**src/rtl/wb_stage.sv**
```systemverilog
// Write-back stage: retires MEM instructions into the ID register bank, with multi-cycle load wait/timeout.
// Optional WB_FWD_EN adds forwarding-hit and load-hazard outputs toward ID.
module wb_stage #(
    parameter int unsigned LOAD_TIMEOUT     = 16,
    parameter int unsigned ZERO_REG_PROTECT = 1
) (
    input  logic        clock,
    input  logic        reset,
    input  logic        in_valid,
    output logic        in_ready,
    input  logic [2:0]  in_rd,
    input  logic        in_reg_write,
    input  logic        in_mem_to_reg,
    input  logic        in_link,
    input  logic [15:0] in_alu_result,
    input  logic [15:0] in_pc4,
    input  logic        mem_rvalid,
    input  logic [15:0] mem_rdata,
    output logic        RegWrite,
    output logic [2:0]  writeReg,
    output logic [15:0] writeDat,
    output logic        load_err,
    output logic [15:0] retired
`ifdef WB_FWD_EN
    ,
    input  logic [2:0]  id_rs,
    input  logic [2:0]  id_rt,
    output logic        fwd_rs_hit,
    output logic        fwd_rt_hit,
    output logic [15:0] fwd_data,
    output logic        hazard_stall
`endif
);

    localparam int unsigned CW = (LOAD_TIMEOUT > 1) ? $clog2(LOAD_TIMEOUT) : 1;
    localparam logic [CW-1:0] CNT_LAST = CW'(LOAD_TIMEOUT - 1);

    typedef enum logic [0:0] {
        IDLE      = 1'b0,
        WAIT_LOAD = 1'b1
    } state_t;

    state_t          state;
    logic [CW-1:0]   cnt;
    logic [2:0]      ld_rd;
    logic            ld_we;

    function automatic logic write_enable(input logic we, input logic [2:0] rd);
        return we & ~((ZERO_REG_PROTECT != 0) & (rd == 3'd0));
    endfunction

    assign in_ready = (state == IDLE);

    always_ff @(posedge clock) begin
        if (reset) begin
            state    <= IDLE;
            cnt      <= '0;
            ld_rd    <= '0;
            ld_we    <= 1'b0;
            RegWrite <= 1'b0;
            writeReg <= '0;
            writeDat <= '0;
            load_err <= 1'b0;
            retired  <= '0;
        end else begin
            RegWrite <= 1'b0;
            load_err <= 1'b0;
            case (state)
                IDLE: begin
                    // Stray load data is dropped; a same-cycle accept still proceeds.
                    if (mem_rvalid)
                        load_err <= 1'b1;
                    if (in_valid) begin
                        if (in_mem_to_reg) begin
                            ld_rd <= in_rd;
                            ld_we <= in_reg_write;
                            cnt   <= '0;
                            state <= WAIT_LOAD;
                        end else begin
                            RegWrite <= write_enable(in_reg_write, in_rd);
                            writeReg <= in_rd;
                            writeDat <= in_link ? in_pc4 : in_alu_result;
                            retired  <= retired + 16'd1;
                        end
                    end
                end
                WAIT_LOAD: begin
                    if (mem_rvalid) begin
                        RegWrite <= write_enable(ld_we, ld_rd);
                        writeReg <= ld_rd;
                        writeDat <= mem_rdata;
                        retired  <= retired + 16'd1;
                        state    <= IDLE;
                    end else if (cnt == CNT_LAST) begin
                        load_err <= 1'b1;
                        state    <= IDLE;
                    end else begin
                        cnt <= cnt + 1'b1;
                    end
                end
                default: state <= IDLE;
            endcase
        end
    end

`ifdef WB_FWD_EN
    logic ld_hazard_rd;

    assign fwd_rs_hit   = RegWrite & (writeReg == id_rs);
    assign fwd_rt_hit   = RegWrite & (writeReg == id_rt);
    assign fwd_data     = writeDat;
    assign ld_hazard_rd = write_enable(ld_we, ld_rd);
    assign hazard_stall = (state == WAIT_LOAD) & ld_hazard_rd &
                          ((ld_rd == id_rs) | (ld_rd == id_rt));
`endif

endmodule

```
**config.mk**
```make
export PLATFORM = sky130hd
export DESIGN_NAME = wb_stage
export DESIGN_NICKNAME = d
export VERILOG_FILES = /design/src/rtl/wb_stage.sv
export SDC_FILE = /design/constraint.sdc
export NUM_CORES = 1
export LEC_CHECK = 0
export BUFFER_PORTS_ARGS = -buffer_cell sky130_fd_sc_hd__buf_2
export CORE_MARGIN = 4
export CORE_UTILIZATION = 35
export CTS_BUF_LIST = sky130_fd_sc_hd__clkbuf_4
export CTS_CLUSTER_DIAMETER = 40
export DETAILED_ROUTE_END_ITERATION = 8
export PLACE_DENSITY = 0.72
export RECOVER_POWER = 100
export SLEW_MARGIN = 20
export SYNTH_ARGS = -nofsm -noshare
export SYNTH_HDL_FRONTEND = slang
export SYNTH_SLANG_ARGS = --single-unit
```
**constraint.sdc**
```tcl
create_clock -name clock -period 2.6 [get_ports clock]
set_input_delay 0.78 -clock clock [delete_from_list [all_inputs] [get_ports clock]]
set_output_delay 0.78 -clock clock [all_outputs]
set_load 0.01 [all_outputs]
```
[Yosys cells after proc, flatten, opt, wreduce, memory -nomap -nowiden]
Cells that the tools add are included.
Word-level totals
  register bits after elaboration: 46
  input port bits: 58
  word-level logic and storage cells: 59
Operators by class
  $add $sub $neg: 2
  equal/unequal tests: 7
  mux-type cells: 31
  bitwise gates (word level): 5
  reductions and logical operators: 5
Operators by type and width (number)
  2-to-1 mux 16 bit: 7
  one-hot mux 16 bit (2 select lines): 2
  adder 16 x 1 -> 16 bit, second input constant: 1
  2-to-1 mux 4 bit: 4
  2-to-1 mux 1 bit: 10
  inequality test 2 bit, second input constant: 5
  2-to-1 mux 3 bit: 3
  one-hot mux 4 bit (2 select lines): 1
  logical NOT 3 bit: 2
  one-hot mux 1 bit (2 select lines): 3
  one-hot mux 3 bit (2 select lines): 1
  AND reduction 3 bit: 2
  adder 4 x 1 -> 4 bit, second input constant: 1
  == test 4 bit, second input constant: 1
  AND reduction 4 bit: 1
  NOT 1 bit: 3
  AND 1 bit: 2
  inequality test 2 x 1 -> 1 bit, second input constant: 1

[Depth between registers and ports, before layout]
Gate-level depths: netlist of the first run.
  word-level depth: 6
  depth in mapped cells: 6
  depth with buffers taken out: 5

[Worst setup path before layout of the first run]
Ideal clock, no wire load.
  path type: input to register
  start point: input in_mem_to_reg
  end point: register retired[13]
  library setup time: 123 ps
  arrival: 2014 ps
  path slack: 462 ps
  stages: 4
  cell sequence: or3b_4 > a21o_1 > nor4_1 > mux2_1
Between the ends
  cells in the longest elaborated chain, start to end: 2
Ends and longest elaborated chain
  start: declaration: line 13  | input logic in_mem_to_reg,
  inequality test 2 bit (no line)
  AND reduction 3 bit (no line)
  end signal: assignment: line 83  | retired <= retired + 16'd1;
  end signal: assignment: line 92  | retired <= retired + 16'd1;
  end: declaration: line 23  | output logic [15:0] retired
Every way passes these cells.
A chain may end at the register's enable or synchronous reset.

[Worst setup path in the final report of the first run]
  start point: input reset
  end point: register RegWrite
RTL lines
  start: declaration: line 8  | input logic reset,
  end signal: assignment: line 80  | RegWrite <= write_enable(in_reg_write, in_rd);
  end signal: assignment: line 89  | RegWrite <= write_enable(ld_we, ld_rd);
  end: declaration: line 19  | output logic RegWrite,
No word-level cell between the ends.

==> results of run 1 <==
state kept, by name, indices dropped and copies added (netlist names):
signal / count
RegWrite: 1
cnt: 4
ld_rd: 3
ld_we: 1
load_err: 1
retired: 16
state: 1
writeDat: 16
writeReg: 3
critical path, delay by kind of cell:
family                 cells  cell delay [ns]
buffers and inverters      2             1.29
AOI/OAI and AO/OA          1             0.14
power breakdown:
part	leakage, nW	total (W)	internal (W)	switching, W
Combinational	0.704	0.000217	0.0000957	0.000121
Sequential	0.374	0.000752	0.000734	0.0000176
Clock	0.0374	0.000438	0.000202	0.000236
logic make-up after synthesis:
family / count (synthesis)
compound gates: 77
mux: 25
flops: 46
xor+xnor: 8
buf+inv: 19
fa+ha+maj: 2
simple gates: 83
cell usage in the layout, fill, tap and decap left out, types with 2 or more instances in the layout:
master / Yosys / layout
buf_2: 3 / 56
dfxtp_1: 46 / 46
clkbuf_1: 12 / 41
a21oi_1: 37 / 37
nand2_1: 31 / 31
mux2i_1: 24 / 24
nor2_1: 21 / 21
a21o_1: 12 / 12
o211ai_1: 7 / 7
nand3_1: 6 / 6
o31ai_1: 5 / 5
or4_1: 5 / 5
xor2_1: 5 / 5
a211oi_1: 5 / 5
clkbuf_4: 0 / 5
o21ai_0: 4 / 4
inv_1: 3 / 3
nor2b_1: 3 / 3
xnor2_1: 3 / 3
buf_4: 0 / 3
nand4_1: 2 / 2
and2_1: 3 / 2
nand3b_1: 2 / 2
o311ai_0: 2 / 2
ha_1: 2 / 2
clkinvlp_4: 0 / 2
per-stage QoR:
| stage | hold slack (ns) | worst slack, ns | power (W) | area (um2) |
|---|---|---|---|---|
| after floorplan | 0.457 | 0.462 | 0.000894 | 2230 |
| after global placement | 0.437 | 0.274 | 0.000991 | 2780 |
| after detailed placement | 0.441 | 0.221 | 0.000996 | 2780 |
| after CTS | 0.459 | 0.552 | 0.00144 | 2860 |
| after global routing | 0.478 | 0.443 | 0.00148 | 2800 |
| final | 0.458 | 0.573 | 0.00141 | 2800 |
cell type report:
cell class | count | area, um2
tap | 75 | 93.8
sequential | 46 | 921
multi-input combinational | 195 | 1230
clock inverter | 3 | 45.0
inverter | 3 | 11.3
fill | 636 | 3260
clock buffer | 5 | 37.5
timing repair buffer | 101 | 462
per-layer routing:
layer | wire, um | up-vias | track usage [%]
met5 | 0 | - | 0
met3 | 533 | 4 | 4.23
li1 | - | 1110 | -
met2 | 2840 | 67 | 28.4
met1 | 2560 | 1010 | 17.6
met4 | 44 | 0 | 3.35
worst paths after layout:
kind                   to  slack (ns)  depth (start not counted)
min          writeDat[12]        0.46                          2
min reg2reg  writeDat[12]        0.46                          2
max reg2reg   retired[13]        0.70                          4
max              RegWrite        0.57                          3
==> run_results.csv, run 1 <==
group,metric,value,unit
clock_network,cts_sinks,46,
worst_setup_path,slowest_delay,0.94,ns
timing,grt_setup_unrepaired,"false",
synth,synthMuxAreaShare,11.3,%
synth,yosysWarnings,0,
clock_network,cts_setup_buffers,0,
synth,synth_top_cells_by_count,"46 x dfxtp_1, 37 x a21oi_1, 31 x nand2_1",
drt,wl_per_cell,14.0,um
cells_and_area,fin_cells,428,
floorplanning,fp.dieH,87.8,um
place,gp_congestion,0.755,
cells_and_area,fin_util,46.2,%
drt,drtPass1Iterations,4,
timing,tightestPinTransition,1.20,ns
synth,yosysUniqueCellTypes,40,
synth,synth_xor_area_share,3.14,%
synth,synth_compound_area_share,21.5,%
synth,synth_fp_nets,320,
synth,netlist_area,2230,um2
timing,hold_viol_final,0,
cells_and_area,final_net_count,412,
cells_and_area,area_growth,25.6,%
global_routing,grt_overflow,0,
clock_network,cts_tree,"built",
clock_network,worstSkewPairLatency,0.37,ns
worst_setup_path,crit_chain,"clkbuf_2 -> clkbuf_1 -> a21oi_1",
worst_setup_path,cp.arrival,2.21,ns
synth,yosysMostFrequentCell,"dfxtp_1",
timing,post-route-period-util,78.0,%
worst_setup_path,crit_start,"reset",
global_routing,grt_pass1_wl,9.49,mm
synth,synth_cells,260,
place,dp_hpwl,4.56,mm
timing,slew-limit-headroom,19.8,%
synth,yosys.area_share.adder,1.12,%
hold_path,min_from,"writeDat[12]",
place,dp_cells,420,
clock_network,root_buffer,"clkbuf_4",
drt,routed-via-count,2191,
clock_network,numCtsBuffers,5,
worst_setup_path,cp.required,2.78,ns
timing,fmaxAchievable,493,MHz
floorplanning,dieArea,7710,um2
synth,synthArstFlopShare,0,%
power,powerDensity,502,nW/um2
floorplanning,start_util,36.8,%
worst_setup_path,endpoint_kind,"flop",
status,status,"completed",
job,maxCapViolations,0,
drt,drt_iter0_markers,49,
synth,synth-main-ff-cell,"dfxtp_1",
power,power_leakage,1.12,nW
clock_network,cts_resized,0,
synth,ys_top_cells_by_area,"dfxtp_1 41%, mux2i_1 11%, a21oi_1 8.3%",
synth,yosysTopAreaCell,"dfxtp_1",
floorplanning,die_w,87.8,um
synth,yosysTopAreaCellShare,41.3,%
synth,synth_top_family_by_area,"compound AO/OA/AOI/OAI gates",
global_routing,first_global_vias,2084,
clock_network,clockBufferDepth,2,
clock_network,clk_pin_slew,0.13,ns
worst_setup_path,rr_startpoint,"state",
hold_path,hp-class,"flop to flop",
global_routing,antenna_found_initial,0,
global_routing,grt_max_degree,28,
synth,seq_area_frac_synth,41.3,%
drt,finalWirelength,5.98,mm
cells_and_area,num_antenna_cells,0,
floorplanning,rows,28,
cells_and_area,final_layout_size_suffix_gt1_share,20.1,%
synth,synth-simple-area-share,18.3,%
drt,via_per_inst,5.12,
place,port_buffers,95,
worst_setup_path,worst_path_max_delay_cell,"clkbuf_1",
drt,ant_nets,0,
global_routing,grt_use_total,15.4,%
clock_network,holdBufCountCts,0,
worst_setup_path,crit_fanout,27,
floorplanning,core-area,6060,um2
worst_setup_path,critical_path_class,"input pin to flop",
clock_network,cts.htree.levels,2,
synth,synth_seq_cells,46,
timing,slew_violations,0,
timing,setup_viol,0,
synth,avgSynthCellArea,8.58,um2
power,peakVddDrop,0.262,mV
timing,fin_crit,2.03,ns
drt,drc_errors,0,
worst_setup_path,worst_setup_path_start_kind,"input pin",
floorplanning,ios,96,
timing,fin_setup_tns,0,ns
synth,synth_edf_count,0,
timing,fin_skew,0.0184,ns
Power figures use the tool's default switching activity.
==> run 2: changes to the inputs <==
- PLACE_DENSITY: 0.72 -> 0.74
- clock period: 2.6 -> 1.7 ns (I/O delays scaled with it)
==> run 2 against run 1 <==
Utilization is 3.2 points higher. Wire length increased by 3.7%. Via count rose by 2.7%. Cell count rose by 4.4%. Clock power up 15%. Critical path type is now flop to flop. Cell area is 7.0% higher. Clock skew down 0.012 ns. Combinational power up 77%. Power grew 45%.
==> run_results.csv, run 2 (synthesis gave the netlist of run 1 again) <==
group,metric,value,unit
status,status,"completed",
drt,via_per_inst,5.04,
worst_setup_path,worst_setup_path_start_kind,"flop",
global_routing,met2_usage,27.3,%
clock_network,clockBufferDepth,2,
global_routing,grt_overflow,0,
timing,setup_viol,0,
worst_setup_path,worst-r2r-cell-count,4,
worst_setup_path,cp.arrival,1.92,ns
drt,drc_errors,0,
worst_setup_path,endpoint_kind,"flop",
timing,fin_crit,1.63,ns
floorplanning,die_w,87.8,um
worst_setup_path,crit_fanout,8,
cells_and_area,final_net_count,431,
place,gp_congestion,0.808,
timing,slew-limit-headroom,69.2,%
worst_setup_path,crit_chain,"or3b_4 -> a21o_4 -> or4_1 -> a21oi_1",
power,peakVddDrop,0.376,mV
clock_network,cts.htree.levels,2,
clock_network,cts_tree,"built",
clock_network,clk_pin_slew,0.13,ns
place,port_buffers,95,
hold_path,hp-class,"input pin to flop",
worst_setup_path,worstReg2RegEnd,"retired[11]",
global_routing,globalRouteMet1Util,20.3,%
drt,finalWirelength,6.20,mm
timing,fmaxAchievable,613,MHz
clock_network,holdBufCountCts,0,
drt,wl_per_cell,13.9,um
drt,drtPass1Iterations,4,
clock_network,cts_setup_buffers,0,
floorplanning,core-area,6060,um2
global_routing,grt_max_degree,46,
global_routing,top_usage_layer,"met2",
timing,grt_setup_unrepaired,"true",
global_routing,antenna_found_initial,0,
clock_network,cts_sinks,46,
global_routing,use_met3,2.82,%
job,maxCapViolations,0,
worst_setup_path,critical_path_class,"flop to flop",
timing,fin_setup_tns,0,ns
clock_network,numCtsBuffers,5,
floorplanning,start_util,36.8,%
place,dp_hpwl,4.67,mm
timing,slew_violations,0,
worst_setup_path,slowest_delay,0.47,ns
clock_network,root_buffer,"clkbuf_4",
cells_and_area,num_antenna_cells,0,
global_routing,first_global_vias,2078,
power,powerDensity,679,nW/um2
drt,drt_iter0_markers,51,
worst_setup_path,reg2reg_slack,0.07,ns
global_routing,grt_use_total,16.0,%
worst_setup_path,cp.required,1.99,ns
drt,routed-via-count,2251,
cells_and_area,final_common_cell,"buf_2",
clock_network,worstSkewPairLatency,0.35,ns
floorplanning,ios,96,
floorplanning,rows,28,
floorplanning,dieArea,7710,um2
cells_and_area,mostFrequentLayoutCells,"62 x buf_2, 44 x dfxtp_1, 37 x a21oi_1, 36 x clkbuf_1, 31 x nand2_1",
timing,fin_skew,0.00640,ns
worst_setup_path,timing.critical_path.to,"retired[11]",
timing,hold_viol_final,0,
power,power_leakage,1.25,nW
cells_and_area,top_regs,"retired (16), writeDat (16), cnt (4)",
cells_and_area,area_growth,34.4,%
timing,post-route-period-util,95.9,%
cells_and_area,fin_util,49.5,%
global_routing,grt_pass1_wl,9.83,mm
floorplanning,fp.dieH,87.8,um
worst_setup_path,rr_startpoint,"state",
timing,tightestPinTransition,0.462,ns
worst_setup_path,worst_path_max_delay_cell,"or4_1",
drt,ant_nets,0,
worst_setup_path,crit_start,"state",
cells_and_area,final_layout_size_suffix_gt1_share,27.4,%
[run 2: changes by cell type in the layout (fill, tap and decap cells not counted), sizes merged]
cell,delta
clkbuf,-2
clkinv,+2
bufinv,-1
clkinvlp,-2
buf,+22
[run 2: worst max-delay path: cells and delay by family, from the launching register on]
kind	cells	cell delay, ns
AO/OA/AOI/OAI	2	0.37
flip-flops	1	0.35
AND/OR/NAND/NOR	2	0.85
[run 2: worst min-delay path by stage]
stage	start	to	slack [ns]	cells after the start
after floorplan	ld_we	ld_we	0.46	2
after global placement	writeDat[3]	writeDat[3]	0.44	2
after detailed placement	writeDat[11]	writeDat[11]	0.44	2
after CTS	in_reg_write	ld_we	0.39	3
after global routing	in_reg_write	ld_we	0.39	3
final	in_reg_write	ld_we	0.40	3
[run 2: repair_timing]
action / in CTS / in global routing
resized for setup: 5 / 3
hold endpoints to repair: 0 / 0
pin swaps: 0 / 0
setup endpoints to repair: 2 / 3
[run 2: layout make-up]
cell class                 instances  area, um2
tap                               75       93.8
timing repair buffer             120        664
inverter                           3       11.3
fill                             605       3060
sequential                        46        923
clock buffer                       6       45.0
multi-input combinational        195       1250
clock inverter                     2       8.76
[run 2: stage by stage]
step | setup slack [ns] | instances | power, W | hold WS (ns) | area (um2)
4_1_cts | 0.0218 | 447 | 0.00209 | 0.389 | 3050
5_1_grt | -0.00114 | 447 | 0.00216 | 0.388 | 3000
6_report | 0.0696 | 447 | 0.00204 | 0.405 | 3000
3_5_place_dp | -0.224 | 439 | 0.00157 | 0.442 | 2990
2_1_floorplan | -0.0766 | 260 | 0.00137 | 0.457 | 2240
3_3_place_gp | -0.201 | 439 | 0.00156 | 0.435 | 2990
[run 2: power by group]
group	internal, W	total, W	switching, W
Combinational	0.000188	0.000385	0.000198
Sequential	0.00112	0.00115	0.0000236
Clock	0.000172	0.000504	0.000332
Total	0.00148	0.00204	0.000554
[run 2: per-layer routing]
metal | part of all wire [%] | wire, um
met3 | 7.3 | 455
met5 | 0 | 0
met1 | 44 | 2710
met2 | 47 | 2930
met4 | 1.8 | 110
